[src/rtl/word_cfg_loader_pkg.sv]
// Shared constants for the word configuration loader: register selects, FSM encoding and
// word sizing.
package word_cfg_loader_pkg;

    localparam logic [1:0] REG_X  = 2'd0;
    localparam logic [1:0] REG_Y  = 2'd1;
    localparam logic [1:0] REG_AB = 2'd2;
    localparam logic [1:0] REG_CX = 2'd3;

    typedef logic [1:0] state_t;

    localparam state_t StIdle = 2'd0;
    localparam state_t StLoad = 2'd1;
    localparam state_t StDone = 2'd2;

    localparam int unsigned REGS_PER_BLOCK     = 4;
    localparam int unsigned DEFAULT_NUM_BLOCKS = 8;

    function automatic int unsigned bytes_per_word(input int unsigned num_blocks);
        return REGS_PER_BLOCK * num_blocks;
    endfunction

    localparam int unsigned BYTES_PER_WORD = bytes_per_word(DEFAULT_NUM_BLOCKS);

endpackage

[src/rtl/cfg_strobe_gen.sv]
// Registers an accepted configuration byte with its target block/register and presents it
// to the word as cfg_in/cfg_addr plus a single one-cycle set_* strobe.
module cfg_strobe_gen
    import word_cfg_loader_pkg::*;
#(
    parameter int unsigned ADDR_W = 3
) (
    input  logic              clk,
    input  logic              rst,
    input  logic              wr_en,
    input  logic [7:0]        wr_data,
    input  logic [ADDR_W-1:0] wr_block,
    input  logic [1:0]        wr_reg,
    output logic [7:0]        cfg_in,
    output logic [ADDR_W-1:0] cfg_addr,
    output logic              set_x,
    output logic              set_y,
    output logic              set_ab,
    output logic              set_cx
);

    logic [3:0]        strobe_d;
    logic [3:0]        strobe_q;
    logic [7:0]        data_q;
    logic [ADDR_W-1:0] addr_q;

    always_comb begin
        strobe_d = '0;
        if (wr_en) begin
            unique case (wr_reg)
                REG_X:   strobe_d[0] = 1'b1;
                REG_Y:   strobe_d[1] = 1'b1;
                REG_AB:  strobe_d[2] = 1'b1;
                REG_CX:  strobe_d[3] = 1'b1;
                default: strobe_d    = '0;
            endcase
        end
    end

    // Data and address hold between writes; only the strobe is cleared every cycle.
    always_ff @(posedge clk or posedge rst) begin
        if (rst) begin
            strobe_q <= '0;
            data_q   <= '0;
            addr_q   <= '0;
        end else begin
            strobe_q <= strobe_d;
            if (wr_en) begin
                data_q <= wr_data;
                addr_q <= wr_block;
            end
        end
    end

    assign cfg_in   = data_q;
    assign cfg_addr = addr_q;
    assign set_x    = strobe_q[0];
    assign set_y    = strobe_q[1];
    assign set_ab   = strobe_q[2];
    assign set_cx   = strobe_q[3];

endmodule

[src/rtl/word_cfg_loader.sv]
// Sequencer that loads all config registers of one word from a valid/ready byte stream,
// block 0 X-select first through the last block's CX register.
module word_cfg_loader
    import word_cfg_loader_pkg::*;
#(
    parameter int unsigned NUM_BLOCKS = 8,
    parameter int unsigned ADDR_W     = $clog2(NUM_BLOCKS)
) (
    input  logic              clk,
    input  logic              rst,
    input  logic              start,
    input  logic              abort,
    input  logic [7:0]        in_data,
    input  logic              in_valid,
    output logic              in_ready,
    output logic [7:0]        cfg_in,
    output logic [ADDR_W-1:0] cfg_addr,
    output logic              set_x,
    output logic              set_y,
    output logic              set_ab,
    output logic              set_cx,
    output logic              busy,
    output logic              done,
    output logic [ADDR_W+1:0] ptr
);

    localparam int unsigned PTR_W = ADDR_W + 2;
    // NUM_BLOCKS is a power of two, so the last byte index is all ones.
    localparam logic [PTR_W-1:0] PTR_LAST = PTR_W'(bytes_per_word(NUM_BLOCKS) - 1);
    localparam logic [PTR_W-1:0] PTR_ONE  = PTR_W'(1);

    state_t           state_q, state_d;
    logic [PTR_W-1:0] ptr_q, ptr_d;
    logic             busy_q;
    logic             done_q;
    logic             accept;

    assign in_ready = (state_q == StLoad) && !abort;
    assign accept   = in_valid && in_ready;

    always_comb begin
        state_d = state_q;
        ptr_d   = ptr_q;
        case (state_q)
            StIdle: begin
                if (start && !abort) begin
                    state_d = StLoad;
                    ptr_d   = '0;
                end
            end
            StLoad: begin
                if (abort) begin
                    state_d = StIdle;
                    ptr_d   = '0;
                end else if (accept) begin
                    if (ptr_q == PTR_LAST) begin
                        state_d = StDone;
                        ptr_d   = '0;
                    end else begin
                        ptr_d = ptr_q + PTR_ONE;
                    end
                end
            end
            StDone: begin
                state_d = StIdle;
            end
            default: begin
                state_d = StIdle;
                ptr_d   = '0;
            end
        endcase
    end

    // busy/done are registered from the next state so they line up with state_q exactly.
    always_ff @(posedge clk or posedge rst) begin
        if (rst) begin
            state_q <= StIdle;
            ptr_q   <= '0;
            busy_q  <= 1'b0;
            done_q  <= 1'b0;
        end else begin
            state_q <= state_d;
            ptr_q   <= ptr_d;
            busy_q  <= (state_d == StLoad);
            done_q  <= (state_d == StDone);
        end
    end

    cfg_strobe_gen #(
        .ADDR_W (ADDR_W)
    ) u_strobe_gen (
        .clk      (clk),
        .rst      (rst),
        .wr_en    (accept),
        .wr_data  (in_data),
        .wr_block (ptr_q[PTR_W-1:2]),
        .wr_reg   (ptr_q[1:0]),
        .cfg_in   (cfg_in),
        .cfg_addr (cfg_addr),
        .set_x    (set_x),
        .set_y    (set_y),
        .set_ab   (set_ab),
        .set_cx   (set_cx)
    );

    assign busy = busy_q;
    assign done = done_q;
    assign ptr  = ptr_q;

endmodule

[config.mk]
export PLATFORM = sky130hd
export DESIGN_NAME = word_cfg_loader
export DESIGN_NICKNAME = d
export VERILOG_FILES = /design/src/rtl/word_cfg_loader_pkg.sv /design/src/rtl/cfg_strobe_gen.sv /design/src/rtl/word_cfg_loader.sv
export SDC_FILE = /design/constraint.sdc
export NUM_CORES = 1
export LEC_CHECK = 0
export CAP_MARGIN = 15
export CORE_MARGIN = 2
export CORE_UTILIZATION = 40
export CTS_CLUSTER_DIAMETER = 100
export CTS_CLUSTER_SIZE = 28
export DETAILED_ROUTE_END_ITERATION = 12
export PLACE_DENSITY = 0.74
export SLEW_MARGIN = 10
export SYNTH_ARGS = -nofsm -noshare
export SYNTH_HDL_FRONTEND = slang
export SYNTH_SLANG_ARGS = --single-unit
[constraint.sdc]
create_clock -name clk -period 1.8 [get_ports clk]
set_input_delay 0.36 -clock clk [delete_from_list [all_inputs] [get_ports clk]]
set_output_delay 0.36 -clock clk [all_outputs]
set_load 0.02 [all_outputs]
======== Word level (Yosys, flattened, before mapping) ========
Index checks and enable logic that the tools add are counted.
cells by class
  $add $sub $neg .......................... 1
  muxes and demuxes ....................... 15
  reductions and logical operators ........ 7
  equal/unequal tests ..................... 10
  bitwise logic cells ..................... 1
operators by type and width
  cell                                                             number
  5-bit 2-to-1 mux                                                 4
  5-bit case mux with 3 select lines                               1
  2-bit == test, second input constant                             4
  2-bit 2-to-1 mux                                                 4
  2-bit by 1-bit == test with 1-bit output, second input constant  3
  5-bit by 1-bit adder with 5-bit output, second input constant    1
  5-bit == test, second input constant                             1
  2-bit logical NOT                                                2
  1-bit 2-to-1 mux                                                 4
  4-bit 2-to-1 mux                                                 1
  2-bit case mux with 2 select lines                               1
  1-bit logical AND                                                3
  3-bit inequality test, second input constant                     1
  3-bit AND reduction                                              1
  2-bit inequality test, second input constant                     1
  1-bit logical NOT                                                1
  1-bit inverter                                                   1
word-level totals
  logic and storage cells ................. 41
  input bits .............................. 13
  output and inout port bits .............. 23
  register bits ........................... 24

======== Logic depth before layout (Yosys ltp) ========
Gate-level depths: netlist of the first run.
  depth in word-level cells ............... 7
  mapped depth ............................ 6
  gate-level depth less buffers ........... 6

======== Modules after synthesis ========
A second synthesis of the first run with hierarchy kept.
unflattened totals
  cells, all modules ...................... 75
  area total of the unflattened synthesis .. 1062.3 um2
modules (own cells, without submodules)
  module           times used  cells each  seq. area each (um2)  area an instance (um2)
  cfg_strobe_gen   1           33          375.4                 591.8
  word_cfg_loader  1           42          225.2                 470.5

======== Worst setup path after synthesis of the first run ========
OpenSTA, ideal clock, no wires.
  path type ............................... flip-flop to flip-flop
  from .................................... register ptr_q[0], in the netlist ptr[0]
  to ...................................... register ptr_q[2], in the netlist ptr[2]
  slack ................................... 0.020 ns
  setup time .............................. 0.065 ns
  data required time ...................... 1.735 ns
  arrival time ............................ 1.715 ns
  stages on the path, launching flop included .. 7
  clock period less this slack ............ 1.780 ns
  buffers on the path ..................... 0
  cell sequence ........................... dfrtp_1 -> ha_1 -> and3_1 -> ha_1 -> nor4b_1 -> and3b_1 -> a211o_1
on the way
  cells in the longest elaborated chain, start to end .. 5
  elaborated cells on any way between the ends .. 6
  classes of those cells .................. add/sub (1); eq/ne (1); mux (4)
RTL lines
  item                                                                            line                                          RTL
  start, declared                                                                 word_cfg_loader.sv:33                         logic [PTR_W-1:0] ptr_q, ptr_d;
  start signal, assigned                                                          word_cfg_loader.sv:83                         ptr_q <= ptr_d;
  5-bit by 1-bit adder with 5-bit output / 5-bit == test (equally long branches)  word_cfg_loader.sv:60, word_cfg_loader.sv:56
  5-bit 2-to-1 mux *                                                              word_cfg_loader.sv:56                         if (ptr_q == PTR_LAST) begin
  5-bit 2-to-1 mux *                                                              word_cfg_loader.sv:55                         end else if (accept) begin
  5-bit 2-to-1 mux *                                                              word_cfg_loader.sv:52                         if (abort) begin
  5-bit case mux with 3 select lines *                                            word_cfg_loader.sv:44                         case (state_q)
Every way passes the cells marked *; elsewhere a longest branch is shown, timed or not. The select of a mux whose other input is x is not followed.
A chain may end at the register's enable or synchronous reset.

======== Worst setup path after layout of the first run ========
  from .................................... register ptr_q[4], in the netlist ptr[4]
  to ...................................... output port ptr[4]
RTL lines
  item           line                   RTL
  end, declared  word_cfg_loader.sv:24  output logic [ADDR_W+1:0] ptr
No word-level cell between the ends.

==> flow_summary.json, run 1 <==
{
  "cp.depth": 1,
  "ctsRootBufferMaster": "clkbuf_4",
  "synth_flop_cell": "dfrtp_1",
  "min_period_ns": 1.72,
  "place_congestion": 0.735,
  "path_cells": "clkdlybuf4s50_1",
  "met2_length_microns": 961,
  "grt_antenna_before_repair": 0,
  "required_ns": 1.44,
  "grt_pass1_vias": 723,
  "slew_viol_final": 0,
  "synthAdderAreaFrac_pct": 5.84,
  "htree_levels": 1,
  "die-area_sq_um": 3110,
  "wl_met3_microns": 111,
  "ys_ff_latch": 24,
  "crit_type": "reg -> out",
  "status": "finished clean",
  "yosysUniqueCellTypes": 22,
  "clockBufferDepth": 2,
  "core_area_sq_um": 2500,
  "initial_core_util_pct": 42.8,
  "tritoncts": "built",
  "yosys_warnings": 0,
  "reg2reg_from": "ptr[1]$_DFFE_PP0P_",
  "ir_worst_vdd_uv": 559,
  "synth.area.mux_share_pct": 15.1,
  "die_x_microns": 55.7,
  "numCtsBuffers": 3,
  "first_iter_violations": 14,
  "grt_max_degree": 25,
  "wl_per_cell_microns": 13.5,
  "hold_viol": 0,
  "tightest_slew_ns": 0.327,
  "setup_viol": 0,
  "syn_area_per_cell_sq_um": 14.5,
  "cp-endpoint": "ptr[4]",
  "final_core_utilization_pct": 62.2,
  "drive_gt1_share_pct": 23.3,
  "worstPathMaxFanout": 4,
  "diodes": 0,
  "yosys.area_share.xor_xnor_pct": 0,
  "max_stage_delay_ns": 0.62,
  "dp_hpwl_microns": 1480,
  "area_growth_syn_to_layout_pct": 45.2,
  "whs_ns": 0.371,
  "yosys.area.top_type_share_pct": 56.1,
  "crit_start": "ptr[4]$_DFFE_PP0P_",
  "holdCritPathClass": "in -> async",
  "antenna_left": 0,
  "reg2regPathDepth": 7,
  "vias_per_cell": 4.97,
  "rows": 18,
  "path_buf_inv": 1,
  "skew_ns": 0.000564,
  "grt_pass1_wl_microns": 3450,
  "numClockSinks": 24,
  "final_cells": 150,
  "yosys.area.top_type": "dfrtp_1",
  "wl_met1_microns": 917,
  "final.period_utilization_pct": 95.3,
  "syn-num-nets": 92,
  "crit_arrival_ns": 1.36,
  "netlist_top_cells_area": "dfrtp_1 56%, mux2_4 14%, ha_1 5.8%",
  "grt_setup_unrepaired": "no",
  "num_vias": 745,
  "cp_top_family": "buffers and inverters",
  "max_cap_violations": 0,
  "portBuffers": 35,
  "nNetsFinal": 139,
  "synth-compound-area-share_pct": 7.83,
  "dp_cells": 146,
  "drtPass1Iterations": 4,
  "synth_edf_count": 0,
  "grt_usage_pct": 14.3,
  "syn_area_sq_um": 1070,
  "io_pins": 36,
  "rrSetupSlack_ns": 0.15,
  "clock_latency_ns": 0.30,
  "fp.dieH_microns": 55.7,
  "grt-ovfl-total": 0,
  "seq_area_frac_synth_pct": 56.1,
  "synth_top_family_by_area": "multiplexers",
  "clkTransAtPathRegs_ns": 0.13,
  "max_slew_margin_pct": 78.2,
  "async_reset_ff_share_pct": 100,
  "route.detailed.drc": 0,
  "fin_setup_tns_ns": 0,
  "crit_slowest_cell": "clkdlybuf4s50_1",
  "powerDensity_nw_per_um2": 780,
  "syn_inst": 74,
  "drt_wl_total_microns": 2020,
  "max_freq_mhz": 583,
  "highest_layer": "met4",
  "r2r-end": "ptr[2]$_DFFE_PP0P_",
  "p_total_mw": 1.21,
  "synth-simple-area-share_pct": 11.3,
  "post_cts.repair.setup_buffers": 0,
  "end_kind": "output port",
  "startpoint_type": "flip-flop",
  "p_leak_nw": 0.809
}
layout by cell type (no fill, tap or decap), drive strengths merged, types with 3 or more instances in the layout:
cell type,count
ha,5
dfrtp,24
buf,9
dlymetal6s2s,4
clkbuf,4
clkdlybuf4s50,30
a31oi,3
mux2,11
and2,6
inv,5
cells in the mapped netlist, types with 2 or more instances:
cell type  count
dfrtp_1       24
mux2_4        10
and2_1         6
ha_1           5
inv_1          5
a211o_1        2
a22o_1         2
a31oi_1        2
and3_1         2
buf_6          2
nand3_1        2
nor4b_1        2
layout make-up:
| cell class | instances | area (sq um) |
|---|---|---|
| clock buffer | 4 | 36.3 |
| fill | 196 | 945 |
| inverter | 5 | 18.8 |
| multi-input combinational | 43 | 435 |
| sequential | 24 | 601 |
| tap | 30 | 37.5 |
| timing repair buffer | 44 | 427 |
worst reg2reg max path, delay by kind of cell, from the launching register on:
family	cells	cell delay, ns
fa+ha+maj	2	0.36
flops	1	0.38
buf+inv	2	0.21
compound gates	1	0.27
simple gates	2	0.34
registers in the layout (all words and copies together) (netlist names):
| name | count |
|---|---|
| u_strobe_gen.cfg_in | 8 |
| busy | 1 |
| state_q | 2 |
| u_strobe_gen.cfg_addr | 3 |
| done | 1 |
| ptr | 5 |
| u_strobe_gen.strobe_q | 4 |
how the worst min path moves through the flow:
stage	from	slack [ns]	endpoint	depth (start not counted)
after global placement	u_strobe_gen.cfg_in[3]$_DFFE_PP0N_	0.49	u_strobe_gen.cfg_in[3]$_DFFE_PP0N_	1
after global routing	rst	0.40	u_strobe_gen.cfg_addr[2]$_DFFE_PP0N_	3
final	rst	0.37	u_strobe_gen.cfg_addr[2]$_DFFE_PP0N_	3
after CTS	rst	0.38	u_strobe_gen.cfg_addr[2]$_DFFE_PP0N_	3
after detailed placement	u_strobe_gen.cfg_addr[0]$_DFFE_PP0N_	0.49	u_strobe_gen.cfg_addr[0]$_DFFE_PP0N_	1
after floorplan	rst	0.37	busy$_DFF_PP0_	1
per-stage QoR:
stage | cell area (sq um) | worst slack (ns)
floorplan | 1070 | 0.0203
global placement | 1500 | -0.112
detailed placement | 1500 | -0.124
CTS | 1540 | 0.00575
global route | 1560 | 0.0204
finish | 1560 | 0.0848
repair_timing:
item / in CTS / in global routing
gates resized for setup: 1 / 5
hold buffers: 0 / 0
setup endpoints to repair: 1 / 6
pin swaps: 0 / 0
gates cloned: 0 / 0
cell families (layout without fill, tap and decap cells):
kind of cell | after synthesis | count (layout)
buffers and inverters | 7 | 53
adders and majority gates | 5 | 5
AOI/OAI and AO/OA | 10 | 10
DFF | 24 | 24
muxes | 11 | 11
and+or+nand+nor | 17 | 17
metal layers:
layer  track usage (%)  vias to the layer above
li1                  -                      359
met1              20.4                      358
met2              20.7                       26
met3              2.56                        2
met4              7.32                        0
met5                 0                        -
where the power goes:
part,switching (mW),leakage [nW],total [mW],internal (mW)
registers,0.0239,0.315,0.612,0.588
clock network,0.155,0.0210,0.278,0.123
logic,0.139,0.474,0.323,0.183
total,0.318,0.809,1.21,0.895
(Power assumes the default switching activity.)
==> run 2: changes to the inputs <==
- CAP_MARGIN: 15 -> default
- PLACE_DENSITY: 0.74 -> 0.77
==> run 2 against run 1 <==
Against the previous run:
- maximum frequency shrank 2.1%
- critical path depth grew 1
- clock power shrank 1%
- sequential share of layout area grew 0.093 points
- die area is the same
- global-route usage shrank 0.83 points
- via count shrank 0.40%
- sequential power is essentially flat
- worst setup slack lost 0.037 ns
- clock skew grew 0.0015 ns
==> flow_summary.json, run 2 (synthesized netlist as in run 1, its figures left out) <==
{
  "final.period_utilization_pct": 97.4,
  "p_total_mw": 1.21,
  "tritoncts": "built",
  "layout_common_cells": "31 x clkdlybuf4s50_1, 24 x dfrtp_1, 10 x mux2_4",
  "clkTransAtPathRegs_ns": 0.12,
  "grt_max_degree": 25,
  "ctsRootBufferMaster": "clkbuf_4",
  "largest_reg_flops": 8,
  "first_iter_violations": 11,
  "numClockSinks": 24,
  "portBuffers": 35,
  "mostFrequentLayoutCell": "clkdlybuf4s50_1",
  "hold_viol": 0,
  "grt-ovfl-total": 0,
  "status": "finished clean",
  "vias_per_cell": 4.98,
  "area_growth_syn_to_layout_pct": 44.9,
  "max_slew_margin_pct": 77.6,
  "diodes": 0,
  "fp.dieH_microns": 55.7,
  "ir_worst_vdd_uv": 460,
  "end_kind": "output port",
  "finalWorstSetupSlack_ns": 0.0475,
  "core_area_sq_um": 2500,
  "max_freq_mhz": 571,
  "crit_start": "ptr[1]$_DFFE_PP0P_",
  "place_congestion": 0.787,
  "max_cap_violations": 0,
  "powerDensity_nw_per_um2": 780,
  "rows": 18,
  "whs_ns": 0.379,
  "dp_hpwl_microns": 1420,
  "die-area_sq_um": 3110,
  "slew_viol_final": 0,
  "grt_pass1_vias": 689,
  "fillCellCount": 202,
  "clockBufferDepth": 2,
  "multiInputGateArea_sq_um": 442,
  "drtPass1Iterations": 3,
  "worstPathMaxFanout": 5,
  "place_ws_ns": -0.127,
  "required_ns": 1.44,
  "drt_wl_total_microns": 2040,
  "drive_gt1_share_pct": 23.5,
  "tightest_slew_ns": 0.336,
  "reg2reg_from": "ptr[0]$_DFFE_PP0P_",
  "startpoint_type": "flip-flop",
  "p_leak_nw": 0.786,
  "nNetsFinal": 138,
  "skew_ns": 0.00209,
  "grt_antenna_before_repair": 0,
  "num_vias": 742,
  "min_period_ns": 1.75,
  "holdCritPathClass": "in -> async",
  "setup_viol": 0,
  "crit_arrival_ns": 1.39,
  "numCtsBuffers": 3,
  "clock_latency_ns": 0.30,
  "crit_type": "reg -> out",
  "io_pins": 36,
  "wl_per_cell_microns": 13.7,
  "initial_core_util_pct": 42.8,
  "grt_usage_pct": 13.5,
  "grt_pass1_wl_microns": 3310,
  "htree_levels": 1,
  "route.detailed.drc": 0,
  "antenna_left": 0,
  "die_x_microns": 55.7,
  "seqCellArea_sq_um": 601
}
-- run 2: cell count changes in the layout (fill, tap and decap cells not counted), sizes merged --
cell / before / now
buf: 9 / 8
clkdlybuf4s50: 30 / 31
dlymetal6s2s: 4 / 3
-- run 2: metrics by stage --
stage	instances	TNS [ns]	util, %	cell area (sq um)
after floorplan	74	0	-	1070
after global placement	145	-0.326	59.9	1500
after CTS	149	0	61.3	1530
after detailed placement	145	-0.660	59.9	1500
after global routing	149	-0.0260	62.1	1550
final	149	0	62.1	1550
-- run 2: path summary, 6_finish.rpt --
path	end	slack [ns]	cells past startpoint
setup / recovery	ptr[1]	0.05	2
hold / removal	u_strobe_gen.strobe_q[2]$_DFF_PP0_	0.38	3
setup reg to reg	ptr[2]$_DFFE_PP0P_	0.08	7
hold reg to reg	u_strobe_gen.cfg_in[1]$_DFFE_PP0N_	0.52	1
max in group asynchronous	busy$_DFF_PP0_	1.19	3
min in group clk	u_strobe_gen.cfg_in[1]$_DFFE_PP0N_	0.52	1
-- run 2: layer usage --
metal | track usage (%) | routed length (microns) | share of wire, % | up-vias
li1 | - | - | - | 356
met5 | 0 | 0 | 0 | -
met3 | 2.09 | 103 | 5.1 | 2
met1 | 20.4 | 964 | 47 | 361
met2 | 19.2 | 941 | 46 | 23
met4 | 5.23 | 25 | 1.2 | 0
-- run 2: power by group --
| group | internal (mW) | switching [mW] | total [mW] |
|---|---|---|---|
| sequential | 0.588 | 0.0235 | 0.612 |
| clock | 0.123 | 0.151 | 0.274 |
| combinational | 0.184 | 0.140 | 0.324 |
-- run 2: final cells by class --
class                           count  share of cell area [%]
Sequential cell                    24                    38.7
Tap cell                           30                    2.42
Clock buffer                        4                    2.34
Multi-Input combinational cell     43                    28.5
Inverter                            5                    1.21
Timing Repair Buffer               43                    26.9
-- run 2: worst max-delay path: stages (launching register included) --
cell	delay (ns)
dfrtp_1	0.36
buf_4	0.13
clkdlybuf4s50_1	0.59
-- run 2: timing repair --
item | in CTS | in global routing
pin swaps | 0 | 1
setup endpoints to repair | 1 | 5
setup buffers | 0 | 0
gates resized for setup | 1 | 5
endpoints found under the hold margin | 0 | 0
hold buffers | 0 | 0
==> run 3: changes to the inputs <==
- CORE_UTILIZATION: 40 -> 31
- CTS_CLUSTER_SIZE: 28 -> default
- PLACE_DENSITY: 0.77 -> 0.63
- TNS_END_PERCENT: default -> 30
==> run 3 against run 2 <==
Against the previous run:
- non-clock buffer count unchanged
- largest power group unchanged
- clock power is 39% higher
- clock skew increased by 0.0027 ns
- maximum frequency is 2.2% higher
- highest routed layer unchanged
==> flow_summary.json, run 3 (synthesized netlist as in run 1, its figures left out) <==
{
  "status": "finished clean",
  "initial_core_util_pct": 32.1,
  "tritoncts": "built",
  "max_cap_violations": 0,
  "fp.dieH_microns": 62.8,
  "antenna_left": 0,
  "vias_per_cell": 4.43,
  "grt_max_degree": 25,
  "grt_pass1_wl_microns": 3370,
  "drt_wl_total_microns": 2050,
  "final.period_utilization_pct": 95.3,
  "hold_viol": 0,
  "min_period_ns": 1.71,
  "tightest_slew_ns": 0.332,
  "max_slew_margin_pct": 77.9,
  "crit_slowest_cell": "clkdlybuf4s50_1",
  "setup_viol": 0,
  "num_vias": 731,
  "fin_setup_tns_ns": 0,
  "end_kind": "output port",
  "grt_usage_pct": 10.9,
  "mostFrequentLayoutCell": "clkdlybuf4s50_1",
  "clkTransAtPathRegs_ns": 0.13,
  "cp_top_family": "buffers and inverters",
  "wl_per_cell_microns": 12.4,
  "dp_hpwl_microns": 1510,
  "diodes": 0,
  "die-area_sq_um": 3940,
  "path_buf_inv": 1,
  "reg2reg_from": "ptr[0]$_DFFE_PP0P_",
  "place_ws_ns": -0.144,
  "worstPathMaxFanout": 4,
  "die_x_microns": 62.8,
  "clock_latency_ns": 0.31,
  "ctsHoldBuffers": 0,
  "grt_setup_unrepaired": "no",
  "holdCritPathClass": "in -> async",
  "portBuffers": 35,
  "reg2regPathDepth": 7,
  "p_leak_nw": 0.811,
  "final_core_utilization_pct": 47.5,
  "htree_levels": 1,
  "io_pins": 36,
  "route.detailed.drc": 0,
  "first_iter_violations": 34,
  "p_total_mw": 1.32,
  "startpoint_type": "flip-flop",
  "path_cells": "clkdlybuf4s50_1",
  "fin_area_sq_um": 1580,
  "ir_worst_vdd_uv": 306,
  "rows": 21,
  "layout_common_cells": "30 x clkdlybuf4s50_1, 24 x dfrtp_1, 10 x mux2_4",
  "crit_type": "reg -> out",
  "skew_ns": 0.00481,
  "placed_area_sq_um": 1520,
  "slew_viol_final": 0,
  "grt_pass1_vias": 729,
  "rrSetupSlack_ns": 0.15,
  "numCtsBuffers": 3,
  "grt_antenna_before_repair": 0,
  "r2r-end": "ptr[2]$_DFFE_PP0P_",
  "powerDensity_nw_per_um2": 831,
  "max_freq_mhz": 583,
  "drive_gt1_share_pct": 22.7,
  "grt-ovfl-total": 0,
  "max_stage_delay_ns": 0.62,
  "core_area_sq_um": 3340,
  "place_congestion": 0.715,
  "area_growth_syn_to_layout_pct": 47.9,
  "drtPass1Iterations": 4,
  "finalWorstSetupSlack_ns": 0.0854,
  "ctsRootBufferMaster": "clkbuf_4",
  "nNetsFinal": 138,
  "largest_reg_flops": 8,
  "required_ns": 1.44,
  "clockBufferDepth": 2,
  "crit_arrival_ns": 1.35,
  "numClockSinks": 24
}
run 3: worst max path at each step:
stage,slack (ns),startpoint,end,cells past startpoint
5_1_grt,0.01,ptr[4]$_DFFE_PP0P_,ptr[4],1
2_1_floorplan,0.02,ptr[0]$_DFFE_PP0P_,ptr[2]$_DFFE_PP0P_,6
3_5_place_dp,-0.14,abort,in_ready,3
4_1_cts,0.004,ptr[0]$_DFFE_PP0P_,ptr[0],2
3_3_place_gp,-0.12,abort,in_ready,3
6_report,0.09,ptr[4]$_DFFE_PP0P_,ptr[4],1
run 3: final cells by class:
class | instances | area, sq um
clock inverters | 1 | 30.0
well taps | 46 | 57.6
multi-input cells | 43 | 435
clock buffers | 3 | 22.5
fillers | 303 | 1750
flip-flops and latches | 24 | 601
repair buffers | 43 | 419
inverters | 5 | 18.8
run 3: power by group:
part | total [mW] | internal [mW] | switching [mW]
Clock | 0.382 | 0.225 | 0.156
Sequential | 0.612 | 0.588 | 0.0236
Combinational | 0.323 | 0.183 | 0.140
run 3: repair_timing:
item | CTS | global route
endpoints found under the setup margin | 1 | 6
resized for setup | 1 | 5
setup buffers | 0 | 0
run 3: worst register-to-register path, delay by kind of cell, from the launching register on:
kind / cells / cell delay [ns]
adders and majority gates: 2 / 0.38
DFF: 1 / 0.37
and+or+nand+nor: 2 / 0.35
AOI/OAI and AO/OA: 1 / 0.26
buffers and inverters: 2 / 0.20
run 3: routing by layer:
metal	GRT usage [%]	vias to the layer above	part of all wire (%)
met3	3.06	2	6.3
li1	-	350	-
met4	5.83	0	1.1
met1	14.1	350	47
met5	0	-	0
met2	16.4	29	46
run 3: stage by stage:
step / std cells / hold slack [ns]
5_1_grt: 165 / 0.426
3_3_place_gp: 161 / 0.491
4_1_cts: 165 / 0.392
6_report: 165 / 0.388
3_5_place_dp: 161 / 0.491
2_1_floorplan: 74 / 0.375
